[src/rtl/fetch_ctrl.sv]
// Instruction fetch controller: drives the PC into a combinational instruction
// memory and buffers fetched words in a small prefetch FIFO toward decode.
module fetch_ctrl #(
    parameter logic [15:0] RESET_PC   = 16'h0000,
    parameter int unsigned IMEM_BYTES = 32,
    parameter int unsigned DEPTH      = 2
) (
    input  logic        clk,
    input  logic        reset,
    input  logic        redirect_valid,
    input  logic [15:0] redirect_pc,
    output logic [15:0] imem_pc,
    input  logic [15:0] imem_instr,
    output logic        out_valid,
    input  logic        out_ready,
    output logic [15:0] out_instr,
    output logic [15:0] out_pc,
    output logic        halted
);

    localparam int PTR_W = (DEPTH > 1) ? $clog2(DEPTH) : 1;
    localparam int CNT_W = $clog2(DEPTH + 1);
    // 17 bits so that a full 64 KiB window puts every PC in range.
    localparam logic [16:0] IMEM_LIMIT = 17'(IMEM_BYTES);
    localparam logic [CNT_W-1:0] FULL_COUNT = CNT_W'(DEPTH);

    typedef enum logic {
        RUN,
        HALT
    } state_e;

    typedef struct packed {
        logic [15:0] pc;
        logic [15:0] instr;
    } entry_t;

    state_e             state_q,  state_d;
    logic               halted_q, halted_d;
    logic [15:0]        pc_q,     pc_d;
    logic [CNT_W-1:0]   count_q,  count_d;
    logic [PTR_W-1:0]   rd_ptr_q, rd_ptr_d;
    logic [PTR_W-1:0]   wr_ptr_q, wr_ptr_d;
    entry_t             fifo_q [DEPTH];
    entry_t             fifo_d [DEPTH];

    logic   pop;
    logic   push;
    logic   pc_in_range;
    entry_t head;

    assign pc_in_range = ({1'b0, pc_q} < IMEM_LIMIT);
    assign head        = fifo_q[rd_ptr_q];

    assign imem_pc   = pc_q;
    assign out_valid = (count_q != '0);
    assign out_instr = out_valid ? head.instr : 16'h0000;
    assign out_pc    = out_valid ? head.pc    : 16'h0000;
    assign halted    = halted_q;
    assign pop       = out_valid && out_ready;

    always_comb begin
        state_d  = state_q;
        pc_d     = pc_q;
        count_d  = count_q;
        rd_ptr_d = rd_ptr_q;
        wr_ptr_d = wr_ptr_q;
        fifo_d   = fifo_q;
        push     = 1'b0;

        if (redirect_valid) begin
            // A pop on this edge still counts as delivered; everything else is dropped.
            state_d  = RUN;
            pc_d     = {redirect_pc[15:1], 1'b0};
            count_d  = '0;
            rd_ptr_d = '0;
            wr_ptr_d = '0;
        end else begin
            if (state_q == RUN) begin
                if (!pc_in_range) begin
                    state_d = HALT;
                end else if (count_q != FULL_COUNT) begin
                    push = 1'b1;
                end
            end

            if (push) begin
                fifo_d[wr_ptr_q] = '{pc: pc_q, instr: imem_instr};
                wr_ptr_d         = wr_ptr_q + 1'b1;
                pc_d             = pc_q + 16'd2;
            end
            if (pop) begin
                rd_ptr_d = rd_ptr_q + 1'b1;
            end

            unique case ({push, pop})
                2'b10:   count_d = count_q + 1'b1;
                2'b01:   count_d = count_q - 1'b1;
                default: count_d = count_q;
            endcase
        end

        halted_d = (state_d == HALT);
    end

    // NOTE: every register, including FIFO storage, is cleared on reset so no X ever reaches decode.
    always_ff @(posedge clk or posedge reset) begin
        if (reset) begin
            state_q  <= RUN;
            halted_q <= 1'b0;
            pc_q     <= RESET_PC;
            count_q  <= '0;
            rd_ptr_q <= '0;
            wr_ptr_q <= '0;
            for (int i = 0; i < int'(DEPTH); i++) begin
                fifo_q[i] <= '0;
            end
        end else begin
            // NOTE: non-blocking assignments keep every flop sampling pre-edge values.
            state_q  <= state_d;
            halted_q <= halted_d;
            pc_q     <= pc_d;
            count_q  <= count_d;
            rd_ptr_q <= rd_ptr_d;
            wr_ptr_q <= wr_ptr_d;
            for (int i = 0; i < int'(DEPTH); i++) begin
                fifo_q[i] <= fifo_d[i];
            end
        end
    end

endmodule

[config.mk]
export PLATFORM = sky130hd
export DESIGN_NAME = fetch_ctrl
export DESIGN_NICKNAME = d
export VERILOG_FILES = /design/src/rtl/fetch_ctrl.sv
export SDC_FILE = /design/constraint.sdc
export NUM_CORES = 1
export LEC_CHECK = 0
export BUFFER_PORTS_ARGS = -buffer_cell sky130_fd_sc_hd__buf_2
export CORE_MARGIN = 2
export CORE_UTILIZATION = 57
export DETAILED_ROUTE_END_ITERATION = 10
export PLACE_DENSITY = 0.82
export SYNTH_ARGS = -nofsm -noshare
export SYNTH_HDL_FRONTEND = slang
export SYNTH_SLANG_ARGS = --single-unit
[constraint.sdc]
create_clock -name clk -period 8.5 [get_ports clk]
set_clock_uncertainty 0.1 [all_clocks]
set_input_delay 1.7 -clock clk [delete_from_list [all_inputs] [get_ports clk]]
set_output_delay 1.7 -clock clk [all_outputs]
set_load 0.005 [all_outputs]
==> results.toml <==
[run_status]
outcome = "completed"

[pwr]
ir_drop_uv = 131
p_total_uw = 724
power_leakage_uw = 0.00215
powerDensity_nw_per_um2 = 169

[finish]
fin_nets = 397
drive_gt1_frac = 0.433
finalInstanceArea_um2 = 4290
fillers = 485
stdcell_count = 442
syn2layout_area_growth_pct = 17.1
diodes = 0

[run]
max_cap_violations = 0

[critical_path]
path_buf_inv = 1
cp_max_fo = 32
worst_setup_path_end_kind = "output port"
worst_ep_required_time_ps = 6700
critical_path_arrival_ps = 1860
critPathMaxStageDelay_ps = 1010
start_kind = "flop"
cp-startpoint = "rd_ptr_q"
critPathKind = "flop to output port"
rrSetupSlack_ps = 5270
r2r_start = "imem_pc[13]"
reg2reg_depth = 5
rr_endpoint = "fifo_q[5]"
critPathTopFamily = "flip-flops"
crit_chain = "mux2i_1 > nor2_1 > buf_2"
crit_slowest_cell = "dfrtp_2"

[clock_tree]
clk_pin_slew_ps = 80
h-tree-depth = 3
clockBufferDepth = 2
clock_sinks = 82
cts_resized = 0
clockRootBuffer = "clkbuf_8"
cts_buffers = 9
post_cts_buffers = 0
clk_latency_ps = 340
cts_tree = "built"
hold_buffers = 0

[die]
die_w_um = 84.1
die-area_um2 = 7080
core_area_um2 = 6280
start_util = 0.583
row_count = 29
fp.dieH_um = 84.1
ios = 86

[detailed_routing]
wire_per_inst_um = 14.8
ant_nets = 0
first_pass_iters = 4
via_count = 2341
routed_wl_um = 6560
drc = 0
viasPerCell = 5.30
drt_iter0_markers = 106

[synth]
synth_top_area_cell = "dfrtp_1"
synth_area_um2 = 3660
netlist_top_cells_count = "dfrtp_1 (82), nor2_1 (39), mux2_2 (32), mux2i_1 (32), mux2_4 (19)"
netlist_instances = 282
yosys_warnings = 0
ys_ff_latch = 82
async_reset_ff_frac = 1.00
synthTopCellsByArea = "dfrtp_1 (56%), mux2_2 (9.8%), mux2i_1 (8.8%), mux2_4 (7.8%), nor2_1 (4.0%)"
ys_seq_area_frac = 0.561
netlist.area_leader.share = 0.561
synth_ff_type = "dfrtp_1"
synth.distinct_cells = 30
synth_edf_count = 0
syn_avg_cell_area_um2 = 13.0
synthMostInstantiatedCell = "dfrtp_1"

[global_route]
grt_use_total = 0.205
grt_pass1_wl_um = 11500
antenna_found_initial = 0
grt_max_degree = 83
grt_pass1_vias = 2447
gr-total-overflow = 0

[timing]
worst_slew_pin_slew_ps = 978
tns_ps = 0
clock.fmax_mhz = 273
relSlewSlack = 0.348
finalCritPeriodShare = 0.430
drv_slew = 0
setup_violations = 0
post-route-min-period_ps = 3660
hold_viol_final = 0
rsz0062_at_grt = "no"

[place]
dp_cells = 426
placed_area_um2 = 4100
dp_hpwl_um = 4370
numPortBuffers = 82
routabilityCongestion = 0.712

[worst_hold_path]
whs_endpoint = "fifo_q[56]"
hold_start = "fifo_q[56]"
hold_class = "flop to flop"
holdPathStages = 1
-- layout make-up --
class	instances	area (um^2)	area share
clock inverters	5	55.1	0.0128
well taps	77	96.3	0.0225
multi-input cells	178	1500	0.350
clock buffers	11	131	0.0306
inverters	4	16.3	0.00379
repair buffers	85	433	0.101
flip-flops and latches	82	2050	0.479
-- worst reg2reg max path, cell delays in order (launching register included) --
cell and delay, ps:
dfrtp_1 400, or4_4 550, or4_4 610, nor3b_4 730, buf_4 360, mux2_2 370
-- state kept, by name, summed over array words and instances, names as in the netlist --
| register | flops |
|---|---|
| wr_ptr_q | 1 |
| halted | 1 |
| fifo_q | 62 |
| imem_pc | 15 |
| rd_ptr_q | 1 |
| count_q | 2 |
-- how the worst max path moves through the flow --
stage                   end  slack (ps)  cells after the start
6_report       out_instr[0]        4840                      3
3_3_place_gp      fifo_q[8]        4800                      4
4_1_cts          out_pc[11]        4790                      3
5_1_grt        out_instr[5]        4710                      4
3_5_place_dp      fifo_q[5]        4790                      4
2_1_floorplan    count_q[0]        4590                      1
-- cell usage in the layout (no fill, tap or decap), types with 2 or more instances in the layout --
cell type | netlist | routed
xnor2_1 | 3 | 3
inv_1 | 4 | 3
buf_4 | 2 | 3
clkinvlp_4 | 0 | 2
nor2b_1 | 13 | 13
or4_4 | 3 | 3
a31oi_1 | 2 | 2
mux2_2 | 32 | 32
mux2_4 | 19 | 19
dfrtp_1 | 82 | 81
nand2_1 | 3 | 3
clkinv_2 | 0 | 3
xor2_1 | 2 | 2
clkbuf_8 | 0 | 9
and2_1 | 11 | 11
mux2i_1 | 32 | 32
nor2_1 | 39 | 38
clkbuf_1 | 8 | 2
o21ai_0 | 5 | 5
or3_1 | 3 | 2
conb_1 | 1 | 2
buf_2 | 3 | 82
-- metal layers --
metal / track usage / wire, um / vias to the layer above
met1: 0.283 / 3010 / 1163
met2: 0.329 / 3190 / 57
met3: 0.0344 / 272 / 10
met4: 0.0792 / 93 / 0
li1: - / - / 1111
met5: 0 / 0 / -
-- cell families (layout without fill, tap and decap cells) --
logic type,count (synthesis),count (layout),share of synthesized area
AND/OR/NAND/NOR,78,78,0.111
AO/OA/AOI/OAI,9,9,0.0154
adder cells (fa/ha/maj),1,1,0.00342
buffers and inverters,23,105,0.0328
flip-flops,82,82,0.561
XOR/XNOR,5,5,0.0120
multiplexers,83,83,0.264
other,1,2,0.00102
-- per-stage QoR --
| step | hold slack (ps) | util | setup WS [ps] |
|---|---|---|---|
| 2_1_floorplan | 353 | - | 4590 |
| 3_3_place_gp | 368 | 0.653 | 4800 |
| 3_5_place_dp | 370 | 0.653 | 4790 |
| 4_1_cts | 394 | 0.683 | 4790 |
| 5_1_grt | 409 | 0.683 | 4710 |
| 6_report | 389 | 0.683 | 4840 |
-- report_power, final --
part | switching [uW] | total, uW | internal [uW]
combinational | 21.8 | 47.2 | 25.4
clock | 131 | 266 | 135
sequential | 9.59 | 411 | 402
total | 162 | 724 | 562
Note: power is estimated with default switching activity, not from simulation.
